[src/rtl/time_set_ctrl.sv]
// Time-setting controller for a clock display.
// The mode button steps RUN -> SET_HOUR -> SET_MIN -> SET_SEC -> RUN.
// In a SET state, up/down edges produce one-cycle inc/dec strobes, and a
// held button auto-repeats. An idle timeout returns to RUN, and a blink
// signal flags the field being edited.
module time_set_ctrl #(
    parameter int HOLD_TICKS    = 50,
    parameter int REPEAT_TICKS  = 10,
    parameter int TIMEOUT_TICKS = 1000,
    parameter int BLINK_TICKS   = 25
) (
    input  logic       clk,
    input  logic       rst,
    input  logic       tick,
    input  logic       btn_mode,
    input  logic       btn_up,
    input  logic       btn_down,
    output logic       run_en,
    output logic       adjust,
    output logic [1:0] field_sel,
    output logic       inc_pulse,
    output logic       dec_pulse,
    output logic       blink
);

    localparam int HW = $clog2(HOLD_TICKS + 1);
    localparam int RW = $clog2(REPEAT_TICKS + 1);
    localparam int TW = $clog2(TIMEOUT_TICKS + 1);
    localparam int BW = $clog2(BLINK_TICKS + 1);

    // The state encoding doubles as the field_sel code.
    typedef enum logic [1:0] {
        RUN      = 2'b00,
        SET_HOUR = 2'b01,
        SET_MIN  = 2'b10,
        SET_SEC  = 2'b11
    } state_t;

    state_t        state_reg, state_next;
    logic [HW-1:0] hold_cnt_reg, hold_cnt_next;
    logic [RW-1:0] rep_cnt_reg, rep_cnt_next;
    logic [TW-1:0] to_cnt_reg, to_cnt_next;
    logic [BW-1:0] blink_cnt_reg, blink_cnt_next;
    logic          blink_reg, blink_next;
    logic          inc_reg, inc_next;
    logic          dec_reg, dec_next;

    // Bit 2 = mode, bit 1 = up, bit 0 = down.
    logic [2:0] btn;
    logic [2:0] prev_reg;
    logic [2:0] edge_det;

    logic mode_edge, up_edge, down_edge;
    logic in_set, one_held, state_change, hold_fire, pulse_next;

    assign btn       = {btn_mode, btn_up, btn_down};
    assign mode_edge = edge_det[2];
    assign up_edge   = edge_det[1];
    assign down_edge = edge_det[0];

    // Per-button rising-edge detectors. Previous levels reset high so a
    // button held through reset does not register as a press.
    generate
        for (genvar gi = 0; gi < 3; gi++) begin : g_edge
            always_ff @(posedge clk) begin
                if (rst) prev_reg[gi] <= 1'b1;
                else     prev_reg[gi] <= btn[gi];
            end
            assign edge_det[gi] = btn[gi] & ~prev_reg[gi];
        end
    endgenerate

    assign in_set   = (state_reg != RUN);
    assign one_held = btn_up ^ btn_down;

    // State transitions: a mode edge always advances; otherwise the idle
    // timeout forces RUN from any SET state.
    always_comb begin
        state_next = state_reg;
        if (mode_edge) begin
            case (state_reg)
                RUN:      state_next = SET_HOUR;
                SET_HOUR: state_next = SET_MIN;
                SET_MIN:  state_next = SET_SEC;
                default:  state_next = RUN;
            endcase
        end else if (in_set && (to_cnt_reg == TW'(TIMEOUT_TICKS))) begin
            state_next = RUN;
        end
    end

    assign state_change = (state_next != state_reg);

    // Auto-repeat: the hold counter saturates at HOLD_TICKS (first repeat),
    // then the repeat counter fires every REPEAT_TICKS ticks. Any edge,
    // release, both-pressed or state change restarts the sequence.
    always_comb begin
        hold_cnt_next = hold_cnt_reg;
        rep_cnt_next  = rep_cnt_reg;
        hold_fire     = 1'b0;
        if (!in_set || state_change || !one_held || up_edge || down_edge) begin
            hold_cnt_next = '0;
            rep_cnt_next  = '0;
        end else if (tick) begin
            if (hold_cnt_reg != HW'(HOLD_TICKS)) begin
                hold_cnt_next = hold_cnt_reg + 1'b1;
                hold_fire     = (hold_cnt_reg == HW'(HOLD_TICKS - 1));
            end else if (rep_cnt_reg >= RW'(REPEAT_TICKS - 1)) begin
                rep_cnt_next = '0;
                hold_fire    = 1'b1;
            end else begin
                rep_cnt_next = rep_cnt_reg + 1'b1;
            end
        end
    end

    // Pulse selection: a mode change suppresses any pulse; an edge with the
    // opposite button low gives an immediate strobe; otherwise auto-repeat.
    always_comb begin
        inc_next = 1'b0;
        dec_next = 1'b0;
        if (in_set && !state_change) begin
            if (up_edge && !btn_down) begin
                inc_next = 1'b1;
            end else if (down_edge && !btn_up) begin
                dec_next = 1'b1;
            end else if (hold_fire) begin
                inc_next = btn_up & ~btn_down;
                dec_next = btn_down & ~btn_up;
            end
        end
    end

    assign pulse_next = inc_next | dec_next;

    // Idle timeout: counts ticks in SET states, restarted by any activity.
    always_comb begin
        to_cnt_next = to_cnt_reg;
        if (!in_set || state_change || (|edge_det) || pulse_next) begin
            to_cnt_next = '0;
        end else if (tick && (to_cnt_reg != TW'(TIMEOUT_TICKS))) begin
            to_cnt_next = to_cnt_reg + 1'b1;
        end
    end

    // Blink: forced on when entering a SET state or after a pulse, then
    // toggles every BLINK_TICKS ticks; off in RUN.
    always_comb begin
        blink_next     = blink_reg;
        blink_cnt_next = blink_cnt_reg;
        if (state_next == RUN) begin
            blink_next     = 1'b0;
            blink_cnt_next = '0;
        end else if (state_change || pulse_next) begin
            blink_next     = 1'b1;
            blink_cnt_next = '0;
        end else if (tick) begin
            if (blink_cnt_reg >= BW'(BLINK_TICKS - 1)) begin
                blink_next     = ~blink_reg;
                blink_cnt_next = '0;
            end else begin
                blink_cnt_next = blink_cnt_reg + 1'b1;
            end
        end
    end

    // State and counter registers.
    always_ff @(posedge clk) begin
        if (rst) begin
            state_reg     <= RUN;
            hold_cnt_reg  <= '0;
            rep_cnt_reg   <= '0;
            to_cnt_reg    <= '0;
            blink_cnt_reg <= '0;
            blink_reg     <= 1'b0;
            inc_reg       <= 1'b0;
            dec_reg       <= 1'b0;
        end else begin
            state_reg     <= state_next;
            hold_cnt_reg  <= hold_cnt_next;
            rep_cnt_reg   <= rep_cnt_next;
            to_cnt_reg    <= to_cnt_next;
            blink_cnt_reg <= blink_cnt_next;
            blink_reg     <= blink_next;
            inc_reg       <= inc_next;
            dec_reg       <= dec_next;
        end
    end

    assign field_sel = state_reg;
    assign run_en    = (state_reg == RUN);
    assign adjust    = ~run_en;
    assign inc_pulse = inc_reg;
    assign dec_pulse = dec_reg;
    assign blink     = blink_reg;

endmodule

[config.mk]
export PLATFORM = sky130hd
export DESIGN_NAME = time_set_ctrl
export DESIGN_NICKNAME = d
export VERILOG_FILES = /design/src/rtl/time_set_ctrl.sv
export SDC_FILE = /design/constraint.sdc
export NUM_CORES = 1
export LEC_CHECK = 0
export ABC_AREA = 1
export BUFFER_PORTS_ARGS = -buffer_cell sky130_fd_sc_hd__buf_2
export CORE_AREA = 2 2 52 90
export CTS_BUF_LIST = sky130_fd_sc_hd__clkbuf_16
export DETAILED_ROUTE_END_ITERATION = 12
export DIE_AREA = 0 0 54 92
export PLACE_DENSITY = 0.68
export SYNTH_ARGS = -nofsm -noshare
export SYNTH_HDL_FRONTEND = slang
export SYNTH_SLANG_ARGS = --single-unit
[constraint.sdc]
create_clock -name clk -period 2.2 [get_ports clk]
set_input_delay 0.33 -clock clk [delete_from_list [all_inputs] [get_ports clk]]
set_output_delay 0.33 -clock clk [all_outputs]
set_load 0.01 [all_outputs]
==> out/results.tsv <==
stage	metric	value	unit
run_status	run status	complete, no violations	
power_and_ir_drop	register share of total power	0.419	
clock_network	clock tree from TritonCTS	built	
logic_synthesis	synthesized area divided by synthesized cell count	7.575	µm²
place	Placer Congestion	0.7152	
power_and_ir_drop	portion of total power attributed to combinational logic	0.052	
timing	total of endpoints with negative setup slack in the final report	0	
power_and_ir_drop	net switching power	0.2972	mW
finish	most frequent cells in the layout	sky130_fd_sc_hd__inv_1, sky130_fd_sc_hd__nor2_1, sky130_fd_sc_hd__nand2_1, sky130_fd_sc_hd__dfxtp_1, sky130_fd_sc_hd__xor2_1	
min_path	worst hold-check path type	primary input to flip-flop	
route	drt initial violations	16	
timing	unrepaired setup endpoints after global routing	yes	
finish	diode count	0	
logic_synthesis	number of instances in the synthesized netlist	241	
route	total via count after detailed routing	1475	
finish	fraction of final layout cells with drive strength greater than 1	0.1577	
finish	number of fill cells in the layout	427	
logic_synthesis	total standard cell area after synthesis	0.001826	mm²
clock_network	# resized after CTS	0	
power_and_ir_drop	net switching share of the total power	0.2047	
place	Port Buffers	12	
global_route	Top Usage Layer GRT	met2	
power_and_ir_drop	share of total power in the clock network	0.529	
logic_synthesis	count of distinct cell types in the synthesized netlist	27	
global_route	wire length of the first global-routing pass	5471	µm
route	final routed wirelength across all metal layers	3272	µm
setup_path	type of element capturing the critical path	flip-flop	
route	Antenna Nets Post-Route	0	
logic_synthesis	proportion of synthesized chip area in sequential cells	0.3619	
timing	Final period util	0.9374	
min_path	Hold Path Depth	3	
finish	max reg flops	10	
setup_path	data arrival time of the critical path	2.23	ns
global_route	pin count of the biggest net entering global routing	11	
clock_network	Worst-path clk slew	0.05	ns
floorplanning	# rows	32	
setup_path	cell-by-cell trace of the critical path	inv_1 > ha_1 > o21ai_1 > o22ai_1 > inv_1 > nand3_2 > nor2_1 > o21ai_4 > nand3_4 > nor2_1	
global_route	vias in the first global route	1371	
clock_network	Worst-Skew Late Latency	0.27	ns
power_and_ir_drop	internal power summed over all cells	1.155	mW
timing	highest clock rate	0.4849	GHz
global_route	global route overflow	0	
logic_synthesis	number of nets produced by synthesis	261	
finish	most frequent standard cell in the layout excluding fill and tap cells	sky130_fd_sc_hd__inv_1	
timing	worst-case headroom to the max-slew limit	0.7164	
logic_synthesis	FFs w/ async S/R, synth	0	
setup_path	Buf+Inv Stages, Crit Path	2	
setup_path	kind of cell adding the most delay to the critical path	compound AO/OA/AOI/OAI gates	
floorplanning	Horiz. Die Dim	54	µm
finish	layout overhead on the synthesized area	15.28	%
setup_path	required time reported for the critical path endpoint	2.36	ns
floorplanning	area of the die	0.004968	mm²
global_route	number of antenna violations at the first check in global routing	0	
clock_network	number of clock sinks	33	
finish	layout net count	279	
logic_synthesis	top_reg_cell synth	sky130_fd_sc_hd__dfxtp_1	
setup_path	number of cells on the worst reg-to-reg path	10	
power_and_ir_drop	Power, Total	1.452	mW
setup_path	largest fanout of any net on the critical path	10	
place	post-detail-place hpwl	2601	µm
global_route	met2 Track Usage GR	0.2835	
timing	max-slew violations	0	
route	vias per cell	4.743	
clock_network	number of buffers inserted during clock tree synthesis	5	
setup_path	slowest cell delay on critical path	0.39	ns
logic_synthesis	number of enable flip-flop cells after synthesis	0	
timing	Layout Skew	0.004587	ns
power_and_ir_drop	PD cells	689.8	mW/mm²
global_route	Total Routing Usage GR	0.1500	
logic_synthesis	Yosys warning count	0	
timing	final period demand of the worst path	2.062	ns
route	first-pass detailed-route iteration total	4	
setup_path	reg-to-reg slack, setup	0.14	ns
clock_network	Clock Tree Buf Depth	2	
clock_network	H-tree level count	2	
route	total DRC errors in the routed layout	0	
clock_network	Root Driver	sky130_fd_sc_hd__clkbuf_16	
setup_path	Critical Setup Path Class	flip-flop to flip-flop	
logic_synthesis	number of synthesized register bits	33	
global_route	met3 track demand over resource	0.04397	
setup_path	critical path startpoint category	flip-flop	
floorplanning	placeable core area	0.004324	mm²
timing	accumulated negative setup slack	0	ns
power_and_ir_drop	maximum VDD drop	0.0005875	V
job	# Max-Cap Violations	0	
timing	number of failing hold endpoints at the final stage	0	
setup_path	CP max-delay cell	sky130_fd_sc_hd__dfxtp_1	
floorplanning	io pins	13	
global_route	met1 demand-to-capacity share in global routing	0.1341	
floorplanning	initial standard-cell utilization of the core	0.4222	
route	mean routed wirelength per cell	10.52	µm
power_and_ir_drop	standby leakage power	0.8639	nW
setup_path	WP depth	10	
floorplanning	Die Height	92	µm
timing	measured slew at the worst slew-check pin	0.4215	ns
[per-stage QoR]
step,cell area [µm²],cells,hold slack (ns),setup slack [ns],util
finish,2105,311,0.2367,0.1378,0.4867
global route,2105,311,0.2552,-0.006625,0.4867
CTS,2105,311,0.2349,0.1327,0.4867
detailed placement,1942,303,0.5032,0.1520,0.4491
global placement,1942,303,0.5020,0.2393,0.4491
floorplan,1826,241,0.4017,0.2982,-
[routing by layer]
metal	wire length, µm	up-vias
li1	-	783
met1	1233	676
met2	1891	12
met3	107	4
met4	40	0
met5	0	-
[power by group through the flow]
stage	combinational, mW	clock [mW]	sequential, mW
2_1_floorplan	0.0544	0	0.622
3_3_place_gp	0.0749	0	0.621
3_5_place_dp	0.0758	0	0.621
4_1_cts	0.0764	0.785	0.609
5_1_grt	0.0859	0.810	0.609
6_report	0.0752	0.768	0.609
[final cells by class]
class                   instances  area [µm²]  share of cell area
clock buffers                   5       125.1             0.05945
clock inverters                 3       37.54             0.01784
inverters                      41       153.9             0.07313
multi-input cells             166        1003              0.4768
flip-flops and latches         33       660.6              0.3139
well taps                      51       63.81             0.03032
repair buffers                 12       60.06             0.02854
[synth_stat cells (all sizes together), types with 3 or more instances]
cell type | count | area, µm²
nor2 | 48 | 205.2
ha | 14 | 175.2
o21ai | 7 | 46.29
nand3b | 3 | 22.52
nand3 | 17 | 112.6
nand4 | 4 | 25.02
nor3 | 4 | 30.03
dfxtp | 33 | 660.6
nand2 | 39 | 161.4
a21oi | 7 | 35.03
xor2 | 16 | 140.1
inv | 41 | 153.9
[worst register-to-register path: cells and delay by family, from the launching register on]
kind	cells	cell delay [ns]
DFF	1	0.39
AOI/OAI and AO/OA	3	0.55
and+or+nand+nor	4	0.54
buffers and inverters	2	0.20
adders and majority gates	1	0.27
[final timing paths]
kind                                      start               to
worst max-delay path               field_sel[0]    to_cnt_reg[2]
worst min-delay path                   btn_mode      prev_reg[2]
worst max register to register     field_sel[0]    to_cnt_reg[2]
worst min register to register  hold_cnt_reg[5]  hold_cnt_reg[5]
[kinds of logic (layout without fill, tap and decap cells)]
| logic type | count (synthesis) | in the layout | synth area share |
|---|---|---|---|
| xor gates and xnor gates | 18 | 18 | 0.08636 |
| DFF | 33 | 33 | 0.3619 |
| AOI/OAI and AO/OA | 17 | 17 | 0.05551 |
| buffers and inverters | 42 | 61 | 0.08841 |
| adders and majority gates | 14 | 14 | 0.09596 |
| and+or+nand+nor | 117 | 117 | 0.3119 |
[what timing repair did]
action,4_1_cts,5_1_grt
setup endpoints to repair,0,1
endpoints found under the hold margin,0,0
hold buffers,0,0
buffers inserted,0,0
No activity file was read; power rests on OpenSTA's default activity.
